<file path="src/rtl/seq_pkg.sv">
// Shared definitions for the serial pattern transmitter and the sequence-detector family:
// state encodings and the default 4-bit test pattern.
package seq_pkg;

    localparam logic [2:0] ST_IDLE   = 3'd0;
    localparam logic [2:0] ST_SHIFT  = 3'd1;
    localparam logic [2:0] ST_GAP    = 3'd2;
    localparam logic [2:0] ST_PARITY = 3'd3;
    localparam logic [2:0] ST_DONE   = 3'd4;

    typedef enum logic [2:0] {
        IDLE   = ST_IDLE,
        SHIFT  = ST_SHIFT,
        GAP    = ST_GAP,
        PARITY = ST_PARITY,
        DONE   = ST_DONE
    } seq_state_t;

    localparam logic [3:0] SEQ_PAT_1001 = 4'b1001;

endpackage

</file>
<file path="src/rtl/seq_shift_reg.sv">
// Parallel-load, MSB-first shift register. Zeros shift in at the LSB, so after W shifts
// the register is empty and the serial output rests at 0.
module seq_shift_reg #(
    parameter int W = 4
) (
    input  logic         clk,
    input  logic         reset,
    input  logic         load,
    input  logic         shift_en,
    input  logic [W-1:0] din_par,
    output logic         ser_out
);

    logic [W-1:0] sr_reg;
    logic [W-1:0] shifted;

    genvar gi;
    generate
        for (gi = 0; gi < W; gi++) begin : g_shift
            if (gi == 0) begin : g_lsb
                assign shifted[gi] = 1'b0;
            end else begin : g_up
                assign shifted[gi] = sr_reg[gi-1];
            end
        end
    endgenerate

    always_ff @(posedge clk or negedge reset) begin
        if (!reset) begin
            sr_reg <= '0;
        end else if (load) begin
            sr_reg <= din_par;
        end else if (shift_en) begin
            sr_reg <= shifted;
        end
    end

    assign ser_out = sr_reg[W-1];

endmodule

</file>
<file path="src/rtl/seq_pattern_tx.sv">
// Serial pattern transmitter: sends a latched pattern MSB-first rep_count times with
// idle gaps between frames. Define SEQ_TX_PARITY_EN to append an even-parity bit per frame.
module seq_pattern_tx
    import seq_pkg::*;
#(
    parameter int PAT_W = 4,
    parameter int CNT_W = 8,
    parameter int GAP_W = 4
) (
    input  logic             clk,
    input  logic             reset,
    input  logic             start,
    input  logic [PAT_W-1:0] pattern,
    input  logic [CNT_W-1:0] rep_count,
    input  logic [GAP_W-1:0] gap,
    output logic             dout,
    output logic             busy,
    output logic             frame_start,
    output logic             done
);

`ifdef SEQ_TX_PARITY_EN
    localparam int FRAME_W = PAT_W + 1;
`else
    localparam int FRAME_W = PAT_W;
`endif
    localparam int               BIT_W    = $clog2(PAT_W);
    localparam logic [BIT_W-1:0] LAST_BIT = BIT_W'(PAT_W - 1);

    seq_state_t       state_reg,   state_next;
    logic [BIT_W-1:0] bit_cnt_reg, bit_cnt_next;
    logic [CNT_W-1:0] rem_reg,     rem_next;
    logic [GAP_W-1:0] gap_cnt_reg, gap_cnt_next;
    logic [PAT_W-1:0] pat_sh_reg;
    logic [GAP_W-1:0] gap_sh_reg;

    logic             sr_load;
    logic             sr_shift;
    logic             frame_end;
    logic [PAT_W-1:0] load_pat;

    // The whole frame (data plus optional parity) goes through the shift register.
    function automatic logic [FRAME_W-1:0] frame_word(input logic [PAT_W-1:0] p);
`ifdef SEQ_TX_PARITY_EN
        return {p, ^p};
`else
        return p;
`endif
    endfunction

    always_ff @(posedge clk or negedge reset) begin
        if (!reset) begin
            state_reg   <= IDLE;
            bit_cnt_reg <= '0;
            rem_reg     <= '0;
            gap_cnt_reg <= '0;
            pat_sh_reg  <= '0;
            gap_sh_reg  <= '0;
        end else begin
            state_reg   <= state_next;
            bit_cnt_reg <= bit_cnt_next;
            rem_reg     <= rem_next;
            gap_cnt_reg <= gap_cnt_next;
            if (state_reg == IDLE && start) begin
                pat_sh_reg <= pattern;
                gap_sh_reg <= gap;
            end
        end
    end

    always_comb begin
        state_next   = state_reg;
        bit_cnt_next = bit_cnt_reg;
        rem_next     = rem_reg;
        gap_cnt_next = gap_cnt_reg;
        sr_load      = 1'b0;
        sr_shift     = 1'b0;
        frame_end    = 1'b0;
        load_pat     = pat_sh_reg;

        case (state_reg)
            IDLE: begin
                if (start) begin
                    load_pat = pattern;
                    rem_next = rep_count;
                    if (rep_count != '0) begin
                        state_next   = SHIFT;
                        bit_cnt_next = '0;
                        sr_load      = 1'b1;
                    end else begin
                        state_next = DONE;
                    end
                end
            end
            SHIFT: begin
                if (bit_cnt_reg == LAST_BIT) begin
`ifdef SEQ_TX_PARITY_EN
                    state_next = PARITY;
                    sr_shift   = 1'b1;
`else
                    frame_end  = 1'b1;
`endif
                end else begin
                    bit_cnt_next = bit_cnt_reg + BIT_W'(1);
                    sr_shift     = 1'b1;
                end
            end
`ifdef SEQ_TX_PARITY_EN
            PARITY: frame_end = 1'b1;
`endif
            GAP: begin
                if (gap_cnt_reg == gap_sh_reg - GAP_W'(1)) begin
                    state_next   = SHIFT;
                    bit_cnt_next = '0;
                    sr_load      = 1'b1;
                end else begin
                    gap_cnt_next = gap_cnt_reg + GAP_W'(1);
                end
            end
            DONE:    state_next = IDLE;
            default: state_next = IDLE;
        endcase

        // Shifting once more after the last bit drains the register so dout idles at 0.
        if (frame_end) begin
            rem_next = rem_reg - CNT_W'(1);
            if (rem_reg == CNT_W'(1)) begin
                state_next = DONE;
                sr_shift   = 1'b1;
            end else if (gap_sh_reg != '0) begin
                state_next   = GAP;
                gap_cnt_next = '0;
                sr_shift     = 1'b1;
            end else begin
                state_next   = SHIFT;
                bit_cnt_next = '0;
                sr_load      = 1'b1;
            end
        end
    end

    seq_shift_reg #(
        .W (FRAME_W)
    ) u_shift (
        .clk      (clk),
        .reset    (reset),
        .load     (sr_load),
        .shift_en (sr_shift),
        .din_par  (frame_word(load_pat)),
        .ser_out  (dout)
    );

    assign busy        = (state_reg != IDLE);
    assign frame_start = (state_reg == SHIFT) && (bit_cnt_reg == '0);
    assign done        = (state_reg == DONE);

endmodule

</file>
<file path="config.mk">
export PLATFORM = sky130hd
export DESIGN_NAME = seq_pattern_tx
export DESIGN_NICKNAME = d
export VERILOG_FILES = /design/src/rtl/seq_pkg.sv /design/src/rtl/seq_shift_reg.sv /design/src/rtl/seq_pattern_tx.sv
export SDC_FILE = /design/constraint.sdc
export NUM_CORES = 1
export LEC_CHECK = 0
export ABC_AREA = 1
export CELL_PAD_IN_SITES_DETAIL_PLACEMENT = 1
export CELL_PAD_IN_SITES_GLOBAL_PLACEMENT = 1
export CORE_MARGIN = 10
export CORE_UTILIZATION = 36
export DETAILED_ROUTE_END_ITERATION = 10
export GPL_TIMING_DRIVEN = 1
export PLACE_DENSITY_LB_ADDON = 0.1
export RECOVER_POWER = 50
export SYNTH_ARGS = -nofsm -noshare
export SYNTH_HDL_FRONTEND = slang
export SYNTH_HIERARCHICAL = 1
export SYNTH_SLANG_ARGS = --single-unit
</file>
<file path="constraint.sdc">
create_clock -name clk -period 4.35 [get_ports clk]
set_clock_uncertainty 0.15 [all_clocks]
set_input_delay 0.435 -clock clk [delete_from_list [all_inputs] [get_ports clk]]
set_output_delay 0.435 -clock clk [all_outputs]
set_load 0.05 [all_outputs]
</file>
# After elaboration in Yosys (flattened, before gate mapping)
# Cells that the tools add are included.
[word_totals]
reg_bits = 29
word_cells = 73
inputBits = 19
out_inout_bits = 4
[op_classes]
eq_ne = 9
reduce_logical = 12
add_sub_neg = 4
muxes = 41
[ops]
columns = ["op", "n"]
rows = [
  ["$mux 4", 9],
  ["$mux 8", 3],
  ["$mux 2", 8],
  ["$mux 3", 5],
  ["$mux 1", 13],
  ["$pmux 3 s3", 1],
  ["$eq 8x1->1 const B", 1],
  ["$reduce_bool 8->1", 1],
  ["$sub 8x1->8 const B", 1],
  ["$ne 3x3->1 const B", 2],
  ["$pmux 2 s3", 1],
  ["$reduce_bool 2->1", 3],
  ["$add 4x1->4 const B", 1],
  ["$eq 4x4->1", 1],
  ["$reduce_bool 4->1", 1],
  ["$sub 4x1->4 const B", 1],
  ["$eq 3x1->1 const B", 1],
  ["$eq 3x2->1 const B", 1],
  ["$eq 3x3->1 const B", 1],
  ["$logic_not 3->1", 1],
  ["$reduce_and 3->1", 1],
  ["$reduce_bool 3->1", 1],
  ["$add 2x1->2 const B", 1],
  ["$eq 2x2->1 const B", 1],
  ["5 further kinds", 6],
]

# Logic depth before layout (Yosys ltp)
[depth]
ltp_word = 8
ltp_mapped = 12
ltp_nobuf = 12

# By module
# Netlist, hierarchy kept.
[modules_own_cells]
columns = ["mod", "cells_per_inst", "area_each_um2", "n_inst", "seq_area_each_um2"]
rows = [
  ["seq_pattern_tx", 218, 1614.0, 1, 625.6],
  ["seq_shift_reg", 21, 173.9, 1, 100.1],
]

# Worst setup path after synthesis
# No wires, ideal clock.
[synth_timing]
path_type = "reg2out"
startpoint = "register state_reg[1]"
endpoint = "output port frame_start"
n_path_buf = 0
t_required_ns = 3.765
slack_ns = 2.284
arrival_time_ns = 1.481
stages_incl_launch_ff = 4
path_cell_list = "dfrtp_1 > nor3_4 > inv_1 > nor2_1"
[synth_between]
elab_chain_cells = 2
[synth_lines]
columns = ["element", "line_no", "rtl"]
rows = [
  ["start, declared", "seq_pattern_tx.sv:30", "seq_state_t state_reg, state_next;"],
  ["start signal, assigned", "seq_pattern_tx.sv:60", "state_reg <= state_next;"],
  ["$eq 3x1->1", "seq_pattern_tx.sv:154", "assign frame_start = (state_reg == SHIFT) && (bit_cnt_reg == '0);"],
  ["$logic_and 1x1->1", "seq_pattern_tx.sv:154", ""],
  ["end, declared", "seq_pattern_tx.sv:18", "output logic frame_start,"],
]
# Every way passes these cells.

# Worst setup path in the final report
[layout_timing]
startpoint = "register state_reg[2]"
endpoint = "register u_shift.sr_reg[1]"
[layout_between]
elab_chain_cells = 6
elab_cells_between_ends = 15
cone_classes = "2 x eq/ne; 11 x mux; 2 x reduce/logical"
[layout_lines]
columns = ["element", "line_no", "rtl"]
rows = [
  ["$eq 3x2->1 / $logic_not 3->1 (equally long branches)", "seq_pattern_tx.sv:81", "case (state_reg)"],
  ["$pmux 1 s2", "seq_pattern_tx.sv:81", ""],
  ["$mux 1", "seq_pattern_tx.sv:130", "end else if (gap_sh_reg != '0) begin"],
  ["$mux 1", "seq_pattern_tx.sv:127", "if (rem_reg == CNT_W'(1)) begin"],
  ["$mux 1 *", "seq_pattern_tx.sv:125", "if (frame_end) begin"],
  ["net sr_load", "seq_pattern_tx.sv:37", "logic sr_load;"],
  ["$mux 4 / $reduce_bool 2->1 (equally long branches)", "-", ""],
  ["end signal, assigned", "seq_shift_reg.sv:32", "sr_reg <= din_par;"],
  ["end signal, assigned", "seq_shift_reg.sv:34", "sr_reg <= shifted;"],
  ["end, declared", "seq_shift_reg.sv:14", "logic [W-1:0] sr_reg;"],
]
# Mark *: on every way through the listed nets, which the timed path passes. The rest lies on a longest branch.
# A chain may end at the register's enable or synchronous reset.

==> metrics.txt <==
Seq/Total Area, Yosys 40.6%; # rows 25; Ys Warns 6; worst-skew pair later-pin latency around 0.28 ns; Final setup viols 0; main combinational cell family by area after synthesis simple AND/OR/NAND/NOR gates; TritonCTS clock tree done; DRC errors left 0; Routed wire per std cell 12.7 um; Iter 0 DRT Violations 58; compound-gate portion of the synthesized area 10.9%; adder-cell area share of the yosys netlist 3.50%; failing checks capacitance limit, slew limit; Vias/cell between 4 and 5; gr ovfl total 0; Max IR drop VDD around 0.3 mV; via count between 1,500 and 2,000; RSZ-0062 raised after global routing false; chip height about 90 um; root buffer cell clkbuf_8; WHS 0.314 ns; fmax around 340 MHz; Cells after Synth roughly 240; Synth cell types 34; Antenna diodes 0; Clock Path Buffers 2; leakage about 1.1 nW; clk sinks 29; Clock Power Share approximately 16%; Fillers between 600 and 700; internal power between 0.0007 and 0.0008 W; Yosys reg bits 29; first-pass GRT wire length 7460 um; Nets slightly below 300; max_cap viols 1; sw frac ~46%; critical path start-end classification reg -> reg; Syn-to-layout area delta 19.7%; Ports 23; Post-CTS Setup Bufs 0; Simple-Gate Fraction of Synth Area 34.8%; drt total wl 4250 um; critical path peak fanout 19; Seq pwr share between 30 and 40%; Worst EP arrival 2.92 ns; CTS H-Tree Depth 2; I/O Buffers 22; initial antenna violation count 0; syn_nets about 260; Initial Utilization between 30% and 40%; Min Clock Period, post-route about 2.9 ns; crit share post-route 66.9%; Combinational Power Share approximately half; synthesized area per cell 7.48 um^2; main flop type after synthesis dfrtp_1; worst-margin pin slew 1.67 ns; final setup margin between 1 and 1.5 ns; critical path startpoint category flip-flop; mux share of post-synthesis cell area 0%; Crit path required time 4.36 ns; relative slew slack -11.5%; Post-synth EDFFs 0; post-route ant nets 0; Final Hold Fails 0; Clock transition at path regs approximately 0.060 ns; largest net degree at the start of global routing 30; vias in the first global route roughly 1,600; hold_buf cts 0; Post-synth ARST share 100%; Final Wtd Congestion between 0.7 and 0.8; total track usage approximately 11%; post-cts sizing count 0; total placed cells including tap cells approximately 330; net load switching power 0.000664 W; total negative setup slack 0 ns; share of layout cells above drive strength 1 around 10%; non-filler cells, final 334; area of the core around 4800 um^2; kind of end point of the critical path flip-flop; Setup WS pre-CTS approximately 1.9 ns; hpwl dp 3330 um; Num CTS Buffers 5; Power Density approximately 670 nW/um^2; XOR/XNOR Fraction of Synth Area less than 1%; synthesized cell area 1790 um^2; Hold Path Class reg -> reg; die area roughly 8200 um^2; max reg flops 8; Slew Viols, Final 30; First-pass DRT Iterations 4; outcome finished with violations; chip width approximately 90 um; Design Power ~0.0014 W
[area by class of cell]
| type | instances | area [um^2] | share of cell area [%] |
|---|---|---|---|
| multi-input combinational | 170 | 873 | 40.8 |
| sequential | 29 | 726 | 33.9 |
| timing repair buffer | 23 | 224 | 10.5 |
| inverter | 38 | 146 | 6.84 |
| clock buffer | 7 | 86.3 | 4.04 |
| tap | 67 | 83.8 | 3.92 |
[logic make-up after synthesis]
| group | after synthesis |
|---|---|
| and+or+nand+nor | 130 |
| buffers and inverters | 40 |
| AOI/OAI and AO/OA | 33 |
| DFF | 29 |
| adders and majority gates | 5 |
| xor gates and xnor gates | 2 |
[layer usage]
metal,share of wire [%],global-route usage [%],vias to the layer above
li1,-,-,818
met1,47,13.2,733
met2,50,18.1,13
met3,2.8,2.99,5
met4,0.99,2.79,0
met5,0,0,-
[through the flow]
stage          area [um^2]  util [%]
2_1_floorplan         1790         -
3_3_place_gp          2080      43.8
3_5_place_dp          2080      43.8
4_1_cts               2170      45.6
5_1_grt               2140      45.0
6_report              2140      45.0
[worst max-delay path, cell delays in order, from the launching register on]
cell and delay [ns]:
dfrtp_1 0.44, nor2_2 0.11, inv_2 0.05, nor2_1 0.24, inv_2 0.09, nor2_1 0.93
o21ai_0 0.28, nand3_2 0.25, nor2_2 0.09, nand2_1 0.09, nand3_1 0.06
[final timing paths]
| path | startpoint | end | slack (ns) | cells after the start |
|---|---|---|---|---|
| worst max-delay path | state_reg[2] | u_shift/sr_reg[1] | 1.44 | 10 |
| min in group asynchronous | reset | gap_sh_reg[1] | 0.96 | 2 |
| worst min register to register | pat_sh_reg[0] | pat_sh_reg[0] | 0.31 | 2 |
| worst min-delay path | pat_sh_reg[0] | pat_sh_reg[0] | 0.31 | 2 |
| max in group asynchronous | reset | gap_sh_reg[3] | 2.10 | 2 |
| worst max register to register | state_reg[2] | u_shift/sr_reg[1] | 1.44 | 10 |
[synth_stat cells, types with 2 or more instances]
| cell | count | area (um^2) |
|---|---|---|
| o211ai_1 | 3 | 22.5 |
| ha_1 | 5 | 62.6 |
| nand2_4 | 2 | 22.5 |
| o21ai_1 | 5 | 25.0 |
| nor3_4 | 3 | 48.8 |
| xor2_1 | 2 | 17.5 |
| nand4_1 | 2 | 12.5 |
| nor2_1 | 17 | 63.8 |
| o21ai_0 | 9 | 45.0 |
| inv_2 | 6 | 22.5 |
| dfrtp_1 | 29 | 726 |
| nor3_1 | 2 | 10.0 |
| nor2_2 | 2 | 12.5 |
| a21oi_1 | 9 | 45.0 |
| nand2_1 | 78 | 293 |
| nand3_2 | 2 | 20.0 |
| nand3_1 | 17 | 85.1 |
| inv_1 | 30 | 113 |
[power groups by stage]
stage	Combinational, W	Clock [W]	Sequential [W]
after floorplan	0.000588	0	0.000473
after global placement	0.000756	0	0.000479
after detailed placement	0.000769	0	0.000481
after CTS	0.000771	0.000239	0.000477
after global routing	0.000853	0.000251	0.000495
final	0.000735	0.000226	0.000475
[layout by cell type, fill, tap and decap left out, types with 5 or more instances in the layout]
cell | Yosys | layout
nand2_1 | 78 | 78
inv_1 | 30 | 30
dfrtp_1 | 29 | 29
clkdlybuf4s50_1 | 0 | 21
nor2_1 | 17 | 19
nand3_1 | 17 | 17
a21oi_1 | 9 | 9
o21ai_0 | 9 | 9
inv_2 | 6 | 6
clkbuf_8 | 0 | 6
o21ai_1 | 5 | 5
ha_1 | 5 | 5
Power figures use the tool's default switching activity.
